`src/rtl/pipe_stage_skid_reg.sv`:
```
// Generic pipeline-stage register: valid/ready handshake with an optional
// 2-entry skid buffer, flush-to-bubble and a saturating bubble counter.
module pipe_stage_skid_reg #(
  parameter int CTRL_W = 16,
  parameter int DATA_W = 160,
  parameter int RD_W   = 5,
  parameter int SKID   = 1,
  parameter int CNT_W  = 16
) (
  input  logic              clk,
  input  logic              rst,
  input  logic              flush,
  input  logic              in_valid,
  output logic              in_ready,
  input  logic [CTRL_W-1:0] in_ctrl,
  input  logic [DATA_W-1:0] in_data,
  input  logic [RD_W-1:0]   in_rd,
  output logic              out_valid,
  input  logic              out_ready,
  output logic [CTRL_W-1:0] out_ctrl,
  output logic [DATA_W-1:0] out_data,
  output logic [RD_W-1:0]   out_rd,
  output logic [CNT_W-1:0]  bubble_count
);

  logic              m_vld_p0;
  logic [CTRL_W-1:0] m_ctrl_p0;
  logic [DATA_W-1:0] m_data_p0;
  logic [RD_W-1:0]   m_rd_p0;

  logic              s_vld_p0;
  logic [CTRL_W-1:0] s_ctrl_p0;
  logic [DATA_W-1:0] s_data_p0;
  logic [RD_W-1:0]   s_rd_p0;

  logic              accept;
  logic              drain;
  logic              m_load;
  logic [CNT_W-1:0]  bub_cnt_p0;

  function automatic logic [CNT_W-1:0] sat_inc(input logic [CNT_W-1:0] c);
    return (&c) ? c : c + CNT_W'(1);
  endfunction

  // With the skid buffer, in_ready depends only on local state, never on out_ready
  assign in_ready = (SKID != 0) ? (!s_vld_p0 && !flush)
                                : ((!m_vld_p0 || out_ready) && !flush);
  assign accept   = in_valid && in_ready;
  assign drain    = m_vld_p0 && out_ready;
  assign m_load   = accept && (!m_vld_p0 || out_ready);

  // ---- main entry M: drives the downstream stage ----
  always_ff @(posedge clk) begin
    if (rst) begin
      m_vld_p0  <= 1'b0;
      m_ctrl_p0 <= '0;
      m_data_p0 <= '0;
      m_rd_p0   <= '0;
    end else if (flush) begin
      m_vld_p0  <= 1'b0;
      m_ctrl_p0 <= '0;
      m_rd_p0   <= '0;
    end else if (s_vld_p0 && drain) begin
      m_vld_p0  <= 1'b1;
      m_ctrl_p0 <= s_ctrl_p0;
      m_data_p0 <= s_data_p0;
      m_rd_p0   <= s_rd_p0;
    end else if (m_load) begin
      m_vld_p0  <= 1'b1;
      m_ctrl_p0 <= in_ctrl;
      m_data_p0 <= in_data;
      m_rd_p0   <= in_rd;
    end else if (drain) begin
      m_vld_p0  <= 1'b0;
      m_ctrl_p0 <= '0;
      m_rd_p0   <= '0;
    end
  end

  // ---- skid entry S: always the younger entry behind M ----
  if (SKID != 0) begin : g_skid
    logic s_load;
    assign s_load = accept && m_vld_p0 && !out_ready;

    always_ff @(posedge clk) begin
      if (rst) begin
        s_vld_p0  <= 1'b0;
        s_ctrl_p0 <= '0;
        s_data_p0 <= '0;
        s_rd_p0   <= '0;
      end else if (flush || (s_vld_p0 && drain)) begin
        s_vld_p0  <= 1'b0;
        s_ctrl_p0 <= '0;
        s_rd_p0   <= '0;
      end else if (s_load) begin
        s_vld_p0  <= 1'b1;
        s_ctrl_p0 <= in_ctrl;
        s_data_p0 <= in_data;
        s_rd_p0   <= in_rd;
      end
    end
  end else begin : g_noskid
    assign s_vld_p0  = 1'b0;
    assign s_ctrl_p0 = '0;
    assign s_data_p0 = '0;
    assign s_rd_p0   = '0;
  end

  // ---- bubble counter ----
  always_ff @(posedge clk) begin
    if (rst)
      bub_cnt_p0 <= '0;
    else if (out_ready && !m_vld_p0)
      bub_cnt_p0 <= sat_inc(bub_cnt_p0);
  end

  assign out_valid    = m_vld_p0;
  assign out_ctrl     = m_ctrl_p0;
  assign out_data     = m_data_p0;
  assign out_rd       = m_rd_p0;
  assign bubble_count = bub_cnt_p0;

endmodule

```
`config.mk`:
```
export PLATFORM = sky130hd
export DESIGN_NAME = pipe_stage_skid_reg
export DESIGN_NICKNAME = d
export VERILOG_FILES = /design/src/rtl/pipe_stage_skid_reg.sv
export SDC_FILE = /design/constraint.sdc
export NUM_CORES = 1
export LEC_CHECK = 0
export CELL_PAD_IN_SITES_DETAIL_PLACEMENT = 1
export CELL_PAD_IN_SITES_GLOBAL_PLACEMENT = 2
export CORE_MARGIN = 10
export CORE_UTILIZATION = 29
export CTS_CLUSTER_DIAMETER = 60
export DETAILED_ROUTE_END_ITERATION = 12
export GPL_TIMING_DRIVEN = 1
export PLACE_DENSITY_LB_ADDON = 0.1
export SLEW_MARGIN = 20
export SYNTH_ARGS = -nofsm -noshare
export SYNTH_HDL_FRONTEND = slang
export SYNTH_SLANG_ARGS = --single-unit
export TNS_END_PERCENT = 50
```
`constraint.sdc`:
```
create_clock -name clk -period 2.6 [get_ports clk]
set_input_delay 0.78 -clock clk [delete_from_list [all_inputs] [get_ports clk]]
set_output_delay 0.78 -clock clk [all_outputs]
set_load 0.01 [all_outputs]
```
==> run summary, run 1 <==
initial antenna violation count -> 4
DRC viols -> 0
gpl congestion -> 0.749
full die area -> 62400 um^2
fraction of layout cells with a size suffix above 1 -> 8.80%
actual slew at the worst max-slew pin -> 590 ps
Synth warnings -> 0
area grow syn2layout -> 45.0%
overall power -> 14400 uW
Initial DRT Pass Iterations -> 6
Post-DP HPWL -> 40700 um
CTS buffer count -> 47
Distinct cells, synth -> 37
worst skew pair latency -> 570 ps
CP peak stage delay -> 690 ps
Antenna Violating Nets Remaining -> 0
total power per unit cell area -> 649 nW/um^2
clk root buf -> clkbuf_16
cell family with most CP delay -> buffers and inverters
final WL -> 57900 um
Worst-path clk slew -> 60 ps
HP Class -> reg -> reg
outcome -> completed
pin count of the biggest net entering global routing -> 122
Synth Instances -> 1727
Fmax achieved -> 400 MHz
Final Worst Setup Slack -> 100 ps
post-route minimum period -> 2500 ps
final max-slew violation count -> 0
post-synth top area share -> 49.7%
# setup viols final -> 0
Crit Path Max Fanout -> 6
peak supply drop -> 0.389 mV
Iter 0 DRT Violations -> 714
Netlist Area Pre-Place -> 15300 um^2
PortBufs -> 384
Final Util -> 42.3%
DR WL/cell -> 20.6 um
Synth Area per Inst -> 8.86 um^2
CTS tree -> yes
slowest CP cell -> clkdlybuf4s50_1
max cap viols -> 0
EDFF count, synth -> 0
Register Area -> 7610 um^2
final worst-path cycle share -> 96.1%
ranking of synthesized cells by area -> dfxtp_1, a21oi_1, mux2i_1, a311oi_1, nand2_1
Core Region -> 52400 um^2
H-tree depth -> 2
CP arrival -> 1720 ps
Synth area leader -> dfxtp_1
Site Rows -> 84
setup bufs post-CTS -> 0
dpl ws -> -308 ps
via count of the first global-routing pass -> 14.8k
commonest cells after routing, fill and taps aside -> dfxtp_1, clkdlybuf4s50_1, nand2_1
vias per cell -> 5.08
via count -> 14.2k
Synthesized Nets -> 1914
gr usage total -> 17.8%
CP Cell Sequence -> clkdlybuf4s50_1
clk sinks -> 380
Die Span X -> 250 um
first-pass GRT wire length -> 89800 um
Multi-input gate area -> 7010 um^2
Worst EP required -> 1820 ps
Synth Flop Type -> dfxtp_1
CP Class -> reg -> out
CTS Hold Bufs -> 0
final hold violation count -> 0
Yosys reg bits -> 380
RSZ-0062 raised after global routing -> no
post-synthesis sequential area ratio -> 49.7%
crit path buf inv count -> 1
Die Ht -> 250 um
CTS Buffer Depth -> 3
Fin Clk Skew -> 16.9 ps
Worst Setup End Kind -> primary output
startpoint class of the critical path -> flop
Overflow after GRT -> 0
# IOs -> 385
P_leak -> 0.00848 uW
Final nets -> 2265
Initial Util -> 29.2%
ys async rst share -> 0%
Fillers -> 5864
Slew HR -> 60.7%
==> power by group <==
group	switching [uW]	total [uW]	internal [uW]
registers	105	6090	5990
clock network	2550	6810	4260
logic	734	1500	771
==> Yosys cell counts (5+ instances only) <==
cell type,instances
nand2_1,369
a21oi_1,353
nand4_1,6
o21ai_0,5
dfxtp_1,380
o31ai_1,6
or4_1,6
a222oi_1,21
mux2i_1,162
nor2_1,32
buf_2,25
clkbuf_1,154
nand3_1,6
a311oi_1,160
==> final timing paths <==
path         cells after the start  slack [ps]               to       startpoint
max                              1         100  bubble_count[5]  bubble_count[5]
min                              2         450    s_data_p0[88]    s_data_p0[88]
max reg2reg                      6         410    out_data[154]         s_vld_p0
min reg2reg                      2         450    s_data_p0[88]    s_data_p0[88]
==> cells by family after synthesis <==
logic type / share of synthesized area [%]
AOI/OAI and AO/OA: 22.6
and+or+nand+nor: 12.0
DFF: 49.7
buffers and inverters: 4.74
muxes: 10.9
adders and majority gates: 0.0817
==> worst min-delay path, stage by stage (launching register included) <==
cell,delay (ps)
dfxtp_1,300
nand2_1,50
a21oi_1,50
==> layout make-up <==
class | instances | share of cell area [%]
Timing Repair Buffer | 482 | 22.9
Clock inverter | 10 | 0.834
Multi-Input combinational cell | 1164 | 31.6
Antenna cell | 3 | 0.0338
Sequential cell | 380 | 34.3
Inverter | 3 | 0.0846
Tap cell | 688 | 3.88
Clock buffer | 75 | 6.46
==> state kept, by name, indices dropped and copies added, names as in the netlist <==
signal	cells
out_data	160
s_data_p0	160
bubble_count	16
out_ctrl	16
s_ctrl_p0	16
out_rd	5
s_rd_p0	5
out_valid	1
s_vld_p0	1
==> metrics by stage <==
stage | setup TNS [ps] | hold slack (ps) | cell area (um^2) | cells
2_1_floorplan | 0 | 436 | 15300 | 1727
3_3_place_gp | -31560 | 441 | 20600 | 2717
3_5_place_dp | -39790 | 446 | 20600 | 2717
4_1_cts | 0 | 454 | 22200 | 2802
5_1_grt | 0 | 466 | 22200 | 2803
6_report | 0 | 452 | 22200 | 2805
==> per-layer routing <==
layer | vias up | part of all wire, % | track usage, %
met4 | 4 | 1.9 | 4.92
li1 | 6976 | - | -
met2 | 309 | 47 | 29.0
met3 | 63 | 5.6 | 4.46
met5 | - | 0.066 | 0
met1 | 6889 | 45 | 22.8
==> what timing repair did <==
item                       4_1_cts  5_1_grt
setup endpoints to repair        1        2
gates resized for setup          1        2
hold endpoints to repair         0        0
No activity file was read; power rests on OpenSTA's default activity.
==> inputs of run 2 (changes only) <==
- ABC_AREA: not set -> 1
- CORE_UTILIZATION: 29 -> 27
- PLACE_DENSITY: not set -> 0.78
- PLACE_DENSITY_LB_ADDON: 0.1 -> not set
- SKIP_CTS_REPAIR_TIMING: not set -> 1
==> run 2 against run 1 <==
Net effect:
- critical path depth unchanged
- global-route usage down 1.9 points
- wire length down 5.2%
- clock skew up 5.3 ps
- synthesized cell count up 23%
- worst hold slack worse by 8.4 ps
==> run summary, run 2 <==
outcome -> completed (unchanged)
Final nets -> 2654 (was 2265)
register share of total power -> 44.1% (was 42.3%)
Post-DP HPWL -> 39100 um (was 40700 um)
Initial Util -> 27.3% (was 29.2%)
CP arrival -> 1640 ps (was 1720 ps)
via count -> 15.0k (was 14.2k)
Iter 0 DRT Violations -> 666 (was 714)
Top Usage Layer GRT -> met2 (unchanged)
met2 Use GR -> 27.7% (was 29.0%)
vias per cell -> 4.61 (was 5.08)
EDFF count, synth -> 0 (unchanged)
P_leak -> 0.00817 uW (was 0.00848 uW)
Antenna Violating Nets Remaining -> 0 (unchanged)
R2R Path Start -> bubble_count[0] (was s_vld_p0)
H-tree depth -> 2 (unchanged)
startpoint class of the critical path -> flop (unchanged)
DRC viols -> 0 (unchanged)
commonest cells after routing, fill and taps aside -> o21ai_0, nor2_1, clkdlybuf4s50_1 (was dfxtp_1, clkdlybuf4s50_1, nand2_1)
final max-slew violation count -> 0 (unchanged)
commonest cells in the netlist -> o21ai_0, nor2_1, dfxtp_1, inv_1, a21oi_1 (was dfxtp_1, nand2_1, a21oi_1, mux2i_1, a311oi_1)
cell family with most CP delay -> buffers and inverters (unchanged)
Synth Instances -> 2124 (was 1727)
post-route minimum period -> 2420 ps (was 2500 ps)
Fillers -> 6899 (was 5864)
count leader, synth -> o21ai_0 (was dfxtp_1)
Die Span X -> 259 um (was 250 um)
Synthesized Nets -> 2311 (was 1914)
CP Launch Point -> bubble_count[14] (was bubble_count[5])
ys async rst share -> 0% (unchanged)
# setup viols final -> 0 (unchanged)
Worst Setup End Kind -> primary output (unchanged)
actual slew at the worst max-slew pin -> 538 ps (was 590 ps)
clk sinks -> 380 (unchanged)
Crit Path Max Fanout -> 5 (was 6)
Int Power -> 10500 uW (was 11000 uW)
clk root buf -> clkbuf_16 (unchanged)
met1 global-route usage -> 19.0% (was 22.8%)
Final Non-Filler Cells -> 3262 (was 2805)
total power per unit cell area -> 634 nW/um^2 (was 649 nW/um^2)
gpl congestion -> 0.767 (was 0.749)
initial antenna violation count -> 3 (was 4)
CP Cell Sequence -> clkdlybuf4s50_1 (unchanged)
Initial DRT Pass Iterations -> 5 (was 6)
RSZ-0062 raised after global routing -> no (unchanged)
Comb pwr share -> 10.2% (was 10.4%)
max cap viols -> 0 (unchanged)
DR WL/cell -> 16.8 um (was 20.6 um)
most common cell after layout, fill and taps aside -> o21ai_0
hold_sp -> s_data_p0[156] (was s_data_p0[88])
crit path buf inv count -> 1 (unchanged)
CP Class -> reg -> out (unchanged)
pin count of the biggest net entering global routing -> 92 (was 122)
Netlist Area Pre-Place -> 15500 um^2 (was 15300 um^2)
CP peak stage delay -> 600 ps (was 690 ps)
CTS buffer count -> 47 (unchanged)
Synth area leader -> dfxtp_1 (unchanged)
Synth Flop Type -> dfxtp_1 (unchanged)
gr usage total -> 15.9% (was 17.8%)
final WL -> 54900 um (was 57900 um)
fraction of layout cells with a size suffix above 1 -> 5.79% (was 8.80%)
P_sw -> 3330 uW (was 3390 uW)
Worst EP required -> 1820 ps (about the same)
via count of the first global-routing pass -> 15.5k (was 14.8k)
post-synthesis sequential area ratio -> 49.1% (was 49.7%)
CTS Buffer Depth -> 3 (unchanged)
Sw Ratio -> 24.1% (was 23.5%)
Core Region -> 56600 um^2 (was 52400 um^2)
Synth Area per Inst -> 7.29 um^2 (was 8.86 um^2)
Fin Clk Skew -> 22.2 ps (was 16.9 ps)
final worst-path cycle share -> 92.9% (was 96.1%)
slowest CP cell -> clkdlybuf4s50_1 (unchanged)
first-pass GRT wire length -> 86400 um (was 89800 um)
Worst-path clk slew -> 60 ps (about the same)
final hold violation count -> 0 (unchanged)
Overflow after GRT -> 0 (unchanged)
worst skew pair latency -> 570 ps (about the same)
Synth warnings -> 0 (unchanged)
Multi-input gate area -> 6130 um^2 (was 7010 um^2)
Yosys reg bits -> 380 (unchanged)
peak supply drop -> 0.415 mV (was 0.389 mV)
clock share of power -> 45.7% (was 47.3%)
post-synth top area share -> 49.1% (was 49.7%)
Distinct cells, synth -> 25 (was 37)
Register Area -> 7610 um^2 (unchanged)
dpl cells -> 3174 (was 2717)
Slew HR -> 64.0% (was 60.7%)
full die area -> 67300 um^2 (was 62400 um^2)
ranking of synthesized cells by area -> dfxtp_1, o21ai_0, nor2_1, a21oi_1, inv_1 (was dfxtp_1, a21oi_1, mux2i_1, a311oi_1, nand2_1)
overall power -> 13800 uW (was 14400 uW)
area grow syn2layout -> 40.5% (was 45.0%)
HP Class -> reg -> reg (unchanged)
PortBufs -> 384 (unchanged)
CTS tree -> yes (unchanged)
Fmax achieved -> 414 MHz (was 400 MHz)
# IOs -> 385 (unchanged)
Die Ht -> 259 um (was 250 um)
Site Rows -> 87 (was 84)
met3 usage in global routing -> 3.75% (was 4.46%)
==> run 2: cell types whose count changed in the layout (fill, tap and decap cells not counted), moves of 32 or more <==
cell      change
o21ai_0     +468
nor2_1      +356
inv_1       +223
nand2_1     -167
mux2i_1     -162
a311oi_1    -160
o21ai_1      +32
a21oi_1     -141
==> run 2: per-layer routing <==
metal | share of wire [%] | wire length (um)
met5 | 0.040 | 22
met3 | 5.2 | 2830
met2 | 49 | 26900
met1 | 44 | 24000
met4 | 2.0 | 1120
==> run 2: cell families after synthesis <==
| logic type | Yosys count | share of synthesized area, % |
|---|---|---|
| simple gates | 616 | 15.3 |
| fa+ha+maj | 1 | 0.0808 |
| compound gates | 740 | 24.1 |
| buf+inv | 387 | 11.4 |
| flops | 380 | 49.1 |
==> run 2: stage by stage <==
| stage | utilization [%] | instance area, um^2 | hold WS [ps] | setup TNS (ps) | setup WS (ps) |
|---|---|---|---|---|---|
| 2_1_floorplan | - | 15500 | 425 | 0 | 710 |
| 3_3_place_gp | 35.8 | 20200 | 431 | -273 | -103 |
| 3_5_place_dp | 35.8 | 20200 | 439 | -1180 | -128 |
| 4_1_cts | 38.4 | 21700 | 448 | -95.5 | -95.5 |
| 5_1_grt | 38.4 | 21700 | 462 | 0 | 141 |
| 6_report | 38.4 | 21800 | 443 | 0 | 183 |
==> run 2: final cells by class <==
class,instances,area share (%)
flip-flops and latches,380,35.0
multi-input cells,1357,28.2
repair buffers,453,21.6
clock buffers,76,6.56
well taps,756,4.35
inverters,228,4.03
clock inverters,10,0.311
diodes,2,0.0230
==> run 2: path summary, 6_finish.rpt <==
check                     end  slack, ps  cells after the start
max reg2reg   bubble_count[2]        740                      6
max          bubble_count[14]        180                      1
min reg2reg    s_data_p0[156]        440                      2
min            s_data_p0[156]        440                      2
==> run 2: power groups by stage <==
stage | registers, uW | logic, uW | clock network, uW
global route | 6100 | 1580 | 6790
global placement | 6200 | 1400 | 0
CTS | 6080 | 1440 | 6550
floorplan | 6250 | 537 | 0
finish | 6080 | 1410 | 6310
detailed placement | 6210 | 1430 | 0
